## src/rtl/cell_ram_arbiter.sv

```systemverilog
// ---------------------------------------------------------------------------
// cell_ram_arbiter
//
// Shares one single-port synchronous cell RAM between a CPU bus port
// (read/write) and a display-fetch port (read only). One access runs at a
// time: IDLE -> ACC_x -> RESP_x -> IDLE, so every access takes three cycles
// and the ack arrives two cycles after the request is seen in IDLE.
//
// When both ports request together the display normally wins. A streak
// counter limits how many display grants may happen in a row while the CPU
// is waiting; at STARVE_MAX the CPU gets the next slot.
//
// Ports
//   clk, rst            clock, asynchronous active-low reset
//   cpu_req/we/addr/wdata   CPU request (held until cpu_ack)
//   cpu_ack, cpu_rdata      CPU handshake and read data
//   disp_req/addr           display read request (held until disp_ack)
//   disp_ack, disp_rdata    display handshake and read data
//   mem_addr/we/din         registered RAM controls
//   mem_dout                RAM read data, valid the cycle after the address edge
//   busy                    high whenever an access is in flight
// ---------------------------------------------------------------------------
module cell_ram_arbiter #(
  parameter int ADDR_W     = 7,
  parameter int DATA_W     = 32,
  parameter int STARVE_MAX = 4
) (
  input  logic              clk,
  input  logic              rst,
  input  logic              cpu_req,
  input  logic              cpu_we,
  input  logic [ADDR_W-1:0] cpu_addr,
  input  logic [DATA_W-1:0] cpu_wdata,
  output logic              cpu_ack,
  output logic [DATA_W-1:0] cpu_rdata,
  input  logic              disp_req,
  input  logic [ADDR_W-1:0] disp_addr,
  output logic              disp_ack,
  output logic [DATA_W-1:0] disp_rdata,
  output logic [ADDR_W-1:0] mem_addr,
  output logic              mem_we,
  output logic [DATA_W-1:0] mem_din,
  input  logic [DATA_W-1:0] mem_dout,
  output logic              busy
);

  typedef enum logic [2:0] {
    IDLE,
    ACC_CPU,
    ACC_DISP,
    RESP_CPU,
    RESP_DISP
  } state_t;

  localparam logic [3:0] STREAK_LIMIT = 4'(STARVE_MAX);

  state_t              state_reg,      state_next;
  logic [3:0]          streak_reg,     streak_next;
  logic [ADDR_W-1:0]   mem_addr_reg,   mem_addr_next;
  logic                mem_we_reg,     mem_we_next;
  logic [DATA_W-1:0]   mem_din_reg,    mem_din_next;
  // Remembers that the CPU access in flight is a write, because mem_we has
  // already dropped by the time the response cycle decides on the hold update.
  logic                acc_write_reg,  acc_write_next;
  logic [DATA_W-1:0]   cpu_hold_reg,   cpu_hold_next;
  logic [DATA_W-1:0]   disp_hold_reg,  disp_hold_next;

  logic                grant_disp;

  // Display wins a contested slot unless the CPU has waited out its streak.
  assign grant_disp = disp_req && (!cpu_req || (streak_reg != STREAK_LIMIT));

  always_ff @(posedge clk or negedge rst) begin
    if (!rst) begin
      state_reg     <= IDLE;
      streak_reg    <= '0;
      mem_addr_reg  <= '0;
      mem_we_reg    <= 1'b0;
      mem_din_reg   <= '0;
      acc_write_reg <= 1'b0;
      cpu_hold_reg  <= '0;
      disp_hold_reg <= '0;
    end else begin
      state_reg     <= state_next;
      streak_reg    <= streak_next;
      mem_addr_reg  <= mem_addr_next;
      mem_we_reg    <= mem_we_next;
      mem_din_reg   <= mem_din_next;
      acc_write_reg <= acc_write_next;
      cpu_hold_reg  <= cpu_hold_next;
      disp_hold_reg <= disp_hold_next;
    end
  end

  always_comb begin
    state_next     = state_reg;
    streak_next    = streak_reg;
    mem_addr_next  = mem_addr_reg;
    mem_we_next    = mem_we_reg;
    mem_din_next   = mem_din_reg;
    acc_write_next = acc_write_reg;
    cpu_hold_next  = cpu_hold_reg;
    disp_hold_next = disp_hold_reg;

    unique case (state_reg)
      IDLE: begin
        if (grant_disp) begin
          state_next    = ACC_DISP;
          mem_addr_next = disp_addr;
          mem_we_next   = 1'b0;
          // Count only display grants that keep a pending CPU waiting.
          if (!cpu_req) begin
            streak_next = '0;
          end else if (streak_reg != STREAK_LIMIT) begin
            streak_next = streak_reg + 4'd1;
          end
        end else if (cpu_req) begin
          state_next     = ACC_CPU;
          mem_addr_next  = cpu_addr;
          mem_we_next    = cpu_we;
          mem_din_next   = cpu_wdata;
          acc_write_next = cpu_we;
          streak_next    = '0;
        end else begin
          streak_next = '0;
        end
      end

      ACC_CPU: begin
        // The RAM samples the write at this edge; the strobe lasts one cycle.
        state_next  = RESP_CPU;
        mem_we_next = 1'b0;
      end

      ACC_DISP: begin
        state_next = RESP_DISP;
      end

      RESP_CPU: begin
        state_next = IDLE;
        if (!acc_write_reg) begin
          cpu_hold_next = mem_dout;
        end
      end

      RESP_DISP: begin
        state_next     = IDLE;
        disp_hold_next = mem_dout;
      end

      default: begin
        state_next = IDLE;
      end
    endcase
  end

  assign busy     = (state_reg != IDLE);
  assign cpu_ack  = (state_reg == RESP_CPU);
  assign disp_ack = (state_reg == RESP_DISP);
  assign mem_addr = mem_addr_reg;
  assign mem_we   = mem_we_reg;
  assign mem_din  = mem_din_reg;

  // Read data passes straight through in the response cycle and is held
  // afterwards; a CPU write response keeps showing the previous read value.
  assign cpu_rdata  = ((state_reg == RESP_CPU) && !acc_write_reg) ? mem_dout : cpu_hold_reg;
  assign disp_rdata = (state_reg == RESP_DISP) ? mem_dout : disp_hold_reg;

endmodule

```

## config.mk

```make
export PLATFORM = sky130hd
export DESIGN_NAME = cell_ram_arbiter
export DESIGN_NICKNAME = d
export VERILOG_FILES = /design/src/rtl/cell_ram_arbiter.sv
export SDC_FILE = /design/constraint.sdc
export NUM_CORES = 1
export LEC_CHECK = 0
export ABC_AREA = 1
export BUFFER_PORTS_ARGS = -buffer_cell sky130_fd_sc_hd__buf_2
export CAP_MARGIN = 20
export CORE_UTILIZATION = 30
export DETAILED_ROUTE_END_ITERATION = 10
export PLACE_DENSITY = 0.64
export SETUP_SLACK_MARGIN = 0.05
export SLEW_MARGIN = 20
export SYNTH_ARGS = -nofsm -noshare
export SYNTH_HDL_FRONTEND = slang
export SYNTH_SLANG_ARGS = --single-unit
export TNS_END_PERCENT = 1
```

## constraint.sdc

```tcl
create_clock -name clk -period 1.4 [get_ports clk]
set_input_delay 0.07 -clock clk [delete_from_list [all_inputs] [get_ports clk]]
set_output_delay 0.07 -clock clk [all_outputs]
set_load 0.02 [all_outputs]
```

Yosys cells after proc, flatten, opt, wreduce, memory -nomap -nowiden
Index checks and enable logic that the tools add are counted.
{"block": "word_totals", "ff_bits": 112, "in_bits": 83, "out_inout_bits": 107, "wordCells": 45}
{"block": "classes", "n_addsub": 1, "n_eq_ne": 7, "mux": 13, "bitwise": 2, "n_reduce_logical": 14}
{"cell": "2-to-1 mux 32 bit", "n": 2}
{"cell": "2-to-1 mux 7 bit", "n": 2}
{"cell": "2-to-1 mux 4 bit", "n": 3}
{"cell": "case mux 3 bit (3 select lines)", "n": 1}
{"cell": "AND reduction 2 bit", "n": 4}
{"cell": "== test 3 x 2 -> 1 bit, second input constant", "n": 2}
{"cell": "2-to-1 mux 3 bit", "n": 2}
{"cell": "adder 4 x 1 -> 4 bit, second input constant", "n": 1}
{"cell": "!= test 4 x 3 -> 1 bit, second input constant", "n": 1}
{"cell": "nonzero test 2 bit", "n": 2}
{"cell": "== test 3 x 1 -> 1 bit, second input constant", "n": 1}
{"cell": "== test 3 bit, second input constant", "n": 1}
{"cell": "logical NOT 3 bit", "n": 1}
{"cell": "!= test 3 x 2 -> 1 bit, second input constant", "n": 1}
{"cell": "!= test 3 bit, second input constant", "n": 1}
{"cell": "AND reduction 3 bit", "n": 1}
{"cell": "nonzero test 3 bit", "n": 1}
{"cell": "logical AND 1 bit", "n": 2}
{"cell": "logical NOT 1 bit", "n": 2}
{"cell": "2-to-1 mux 1 bit", "n": 2}
{"cell": "inverter 1 bit", "n": 2}
{"cell": "case mux 1 bit (2 select lines)", "n": 1}
{"cell": "logical OR 1 bit", "n": 1}

Depth between registers and ports, before layout
{"block": "depth", "ltp_word": 5, "mapped_depth": 8, "depth_no_buf": 7}

Worst setup path after synthesis
Ideal clock, no wire load.
{"block": "synth_timing", "path_kind": "register to register", "from": "register state_reg[0]", "to": "register disp_hold_reg[10]", "setup_ns": 0.186, "t_arrival_ns": 1.444, "required_time_ns": 1.214, "slack_ns": -0.229, "path_stages_with_launch": 6, "n_path_buf": 2, "synth_period_minus_slack_ns": 1.629, "path_cell_list": "dfrtp_1 -> nor2_1 -> nand2_1 -> buf_4 -> clkbuf_1 -> o21ai_0"}
{"block": "synth_via", "elab_chain_len": 2}
{"item": "start, declared", "line": "57", "text": "state_t state_reg, state_next;"}
{"item": "start signal, assigned", "line": "84", "text": "state_reg <= state_next;"}
{"item": "== test 3 bit"}
{"item": "2-to-1 mux 32 bit"}
{"item": "net disp_rdata[10]", "line": "39", "text": "output logic [DATA_W-1:0] disp_rdata,"}
{"item": "end signal, assigned", "line": "91", "text": "disp_hold_reg <= disp_hold_next;"}
{"item": "end, declared", "line": "66", "text": "logic [DATA_W-1:0] disp_hold_reg, disp_hold_next;"}
The timed path passes the listed nets, and every way through them passes these cells.
A chain may end at the register's enable or synchronous reset.

Worst setup path in the final report
{"block": "layout_timing", "from": "register state_reg[1]", "to": "output cpu_rdata[12]"}
{"block": "layout_via", "elab_chain_len": 3}
{"item": "== test 3 x 2 -> 1 bit", "line": "166", "text": "assign cpu_rdata = ((state_reg == RESP_CPU) && !acc_write_reg) ? mem_dout : cpu_hold_reg;"}
{"item": "logical AND 1 bit", "line": "166"}
{"item": "2-to-1 mux 32 bit", "line": "166"}
{"item": "end, declared", "line": "35", "text": "output logic [DATA_W-1:0] cpu_rdata,"}
Every way passes these cells.

==> load_flow_metrics.sql <==
INSERT INTO impl_metrics (metric_group, metric, value, unit) VALUES
('routing', 'vias_per_cell', '4.60', ''),
('power_and_ir_drop', 'power_density', '2450', 'nW/um2'),
('placed_design', 'pre_cts_setup_slack', '-67.0', 'ps'),
('synthesis', 'syn_area_per_cell', '9.29', 'um2'),
('cells_and_area', 'antenna_cells', '0', ''),
('cells_and_area', 'layout-area-overhead-vs-synth', '68.8', '%'),
('floorplanning', 'io_pins', '190', ''),
('critical_path', 'critPathArrivalTime', '1780', 'ps'),
('global_route', 'via_count_of_the_first_global_routing_pass', '4251', ''),
('placed_design', 'portBuffers', '189', ''),
('critical_path', 'buffers_inverters_on_critical_path', '4', ''),
('synthesis', 'syn-num-nets', '580', ''),
('cells_and_area', 'post_route_cells_drive_above_1_share', '47.3', '%'),
('timing', 'worstMarginPinSlew', '368', 'ps'),
('power_and_ir_drop', 'peakVddDrop', '0.00123', 'V'),
('critical_path', 'critPathCaptureType', 'primary output', ''),
('routing', 'drt_drc_violations_left', '0', ''),
('global_route', 'grt_max_degree', '58', ''),
('timing', 'slew_viol_final', '0', ''),
('clock_tree', 'clk_path_buf_depth', '2', ''),
('routing', 'finalWirelength', '13400', 'um'),
('routing', 'drt_pre_antenna_iters', '4', ''),
('critical_path', 'reg2reg_to', 'cpu_hold_reg[12]', ''),
('worst_hold_path', 'min_path_type', 'primary input to flop', ''),
('global_route', 'antenna_found_initial', '0', ''),
('timing', 'setup_ws', '-452', 'ps'),
('placed_design', 'place.detailed.hpwl', '8350', 'um'),
('clock_tree', 'cts-root-buf', 'clkbuf_16', ''),
('routing', 'routed_len_inst', '14.3', 'um'),
('critical_path', 'ff2ff_path_depth', '7', ''),
('floorplanning', 'design.core.area', '14800', 'um2'),
('timing', 'timing_hold_violations_final', '0', ''),
('cells_and_area', 'nNetsFinal', '832', ''),
('critical_path', 'critPathRequiredTime', '1330', 'ps'),
('synthesis', 'synth_sequential_area_ratio', '60.9', '%'),
('critical_path', 'cp-startpoint', 'state_reg[1]', ''),
('timing', 'worst_clock_skew', '6.88', 'ps'),
('routing', 'ant_nets', '0', ''),
('timing', 'min_period_over_period', '132', '%'),
('critical_path', 'timing.rr.start', 'state_reg[1]', ''),
('critical_path', 'critical-path-slowest-cell', 'dfrtp_1', ''),
('critical_path', 'delay_of_the_slowest_cell_on_the_worst_path', '360', 'ps'),
('critical_path', 'timing.critical_path.from_type', 'flop', ''),
('synthesis', 'synthesis.yosys.warnings', '0', ''),
('critical_path', 'crit_path_end', 'cpu_rdata[12]', ''),
('timing', 'final.min_clock_period', '1850', 'ps'),
('timing', 'fin_setup_tns', '-21910', 'ps'),
('global_route', 'global_route_total_overflow', '0', ''),
('routing', 'first_iter_violations', '192', ''),
('clock_tree', 'cts_made_buffers', '9', ''),
('critical_path', 'worst-setup-path-type', 'flop to primary output', ''),
('clock_tree', 'tritoncts', 'done', ''),
('clock_tree', 'clock_insertion_delay_worst_skew', '350', 'ps'),
('critical_path', 'crit_chain', 'inv_2 > nor3_4 > buf_4 > nand2_8 > clkbuf_16 > nand2_1 > o21ai_4 > buf_2', ''),
('floorplanning', 'initial_core_utilization', '31.2', '%'),
('clock_tree', 'cts.sinks', '112', ''),
('run_status', 'status', 'finished with violations', ''),
('floorplanning', 'die_area', '15800', 'um2'),
('synthesis', 'post_synth_instance_area', '4600', 'um2'),
('global_route', 'groute.usage.overall', '16.8', '%'),
('synthesis', 'synth.ff_latch_count', '112', ''),
('floorplanning', 'std_cell_rows', '44', ''),
('synthesis', 'ys_types', '26', ''),
('timing', 'achievable-frequency', '0.540', 'GHz'),
('cells_and_area', 'fill_cell_instance_count_of_the_final_layout', '1299', ''),
('run_status', 'failed_checks', 'setup timing', ''),
('critical_path', 'cpLargestDelayFamily', 'buffers and inverters', ''),
('power_and_ir_drop', 'total_leakage_power', '4.02', 'nW'),
('placed_design', 'gp_congestion', '0.793', ''),
('floorplanning', 'fp.dieW', '126', 'um'),
('critical_path', 'timing.critical_path.depth', '8', ''),
('clock_tree', 'cts.reportedPaths.clkPinSlew', '80', 'ps'),
('timing', 'grt_setup_unrepaired', 'true', ''),
('flow_run', 'max-cap-violations', '0', ''),
('global_route', 'grt_first_pass_wirelength', '21100', 'um'),
('synthesis', 'synthesis.instances', '495', ''),
('clock_tree', 'cts.htree.levels', '3', ''),
('floorplanning', 'die_height', '126', 'um'),
('routing', 'detailroute.via_count', '4307', ''),
('critical_path', 'setup.reg_to_reg.worst_slack', '10', 'ps'),
('timing', 'timing.final.setup_violations', '67', ''),
('critical_path', 'path_max_fanout', '5', ''),
('timing', 'slew_headroom', '75.4', '%');
-- worst min-delay path by stage --
stage	start	to	slack (ps)	depth (start not counted)
after floorplan	rst	acc_write_reg	-230	0
after global placement	rst	mem_din[7]	110	2
after detailed placement	rst	mem_din[7]	110	2
after CTS	cpu_addr[5]	mem_addr[5]	0.9	5
after global routing	mem_dout[14]	cpu_hold_reg[14]	20	3
final	cpu_addr[5]	mem_addr[5]	10	5
-- per-layer routing --
metal,up-vias,track usage [%],share of wire (%)
met2,122,29.1,52
met4,0,5.24,1.6
met5,-,0,0
met3,15,3.82,4.4
li1,2114,-,-
met1,2056,20.7,42
-- cell families after synthesis --
family                   after synthesis  synth area share (%)
adder cells (fa/ha/maj)                2                 0.544
buffers and inverters                 85                  8.29
AND/OR/NAND/NOR                      224                  22.1
flip-flops                           112                  60.9
XOR/XNOR                               2                 0.381
AO/OA/AOI/OAI                         70                  7.78
-- worst min-delay path, cell delays in order --
cell	delay (ps)
buf_2	80
inv_1	30
nand2_1	50
nand3_1	60
nand2_1	50
-- power breakdown --
group          internal (mW)  switching, mW
logic                   4.78           6.41
registers               4.77          0.647
clock network           1.24           1.16
total                   10.8           8.22
-- synthesized netlist by cell type --
cell	number	share of area, %
xor2_1	1	0.19
nand2_4	1	0.24
o21ai_1	32	3.5
clkbuf_1	8	0.65
buf_6	3	0.73
o21ai_0	34	3.7
ha_1	2	0.54
a21oi_1	1	0.11
nor3_4	1	0.35
inv_1	54	4.4
nand2_2	1	0.14
buf_4	7	1.1
nor3_1	2	0.22
nand4_4	1	0.46
nor2_4	1	0.24
dfrtp_1	112	61
nand3_1	19	2.1
o21bai_1	3	0.49
nand3_4	1	0.38
buf_2	11	1.2
inv_2	2	0.16
nand4_1	34	4.6
xnor2_1	1	0.19
nor2_2	1	0.14
nand2_1	157	13
nor2_1	5	0.41
-- through the flow --
stage | hold WS [ps] | cell area, um2 | instances | power [mW] | util [%]
after floorplan | -226 | 4950 | 495 | 11.1 | -
after global placement | 105 | 6280 | 868 | 14.0 | 42.6
after detailed placement | 111 | 6280 | 868 | 14.1 | 42.6
after CTS | 0.888 | 7420 | 926 | 18.3 | 50.3
after global routing | 24.8 | 7770 | 936 | 20.2 | 52.6
final | 11.4 | 7770 | 936 | 19.0 | 52.6
-- cell type report --
class,count,area [um2],share of cell area [%]
inverters,56,214,2.75
multi-input cells,300,2030,26.2
clock buffers,10,239,3.08
well taps,184,230,2.96
flip-flops and latches,112,2800,36.1
clock inverters,6,35.0,0.451
repair buffers,268,2210,28.5
-- repair_timing --
action	CTS	global route
setup buffers	4	4
gates cloned	3	6
hold buffers	35	0
endpoints found under the hold margin	147	0
setup endpoints to repair	129	133
resized for setup	145	47
pin swaps	6	3
-- cells in the final DEF (no fill, tap or decap), drive strengths merged --
cell type    count
xnor2            1
inv             55
a21oi            1
nor2             7
clkbuf          15
o21ai           66
clkinv           4
buf            228
dlygate4sd3     35
dfrtp          112
o21bai           3
nor3             3
xor2             1
nand2          161
clkinvlp         3
nand4           35
nand3           20
ha               2
Power figures use the tool's default switching activity.
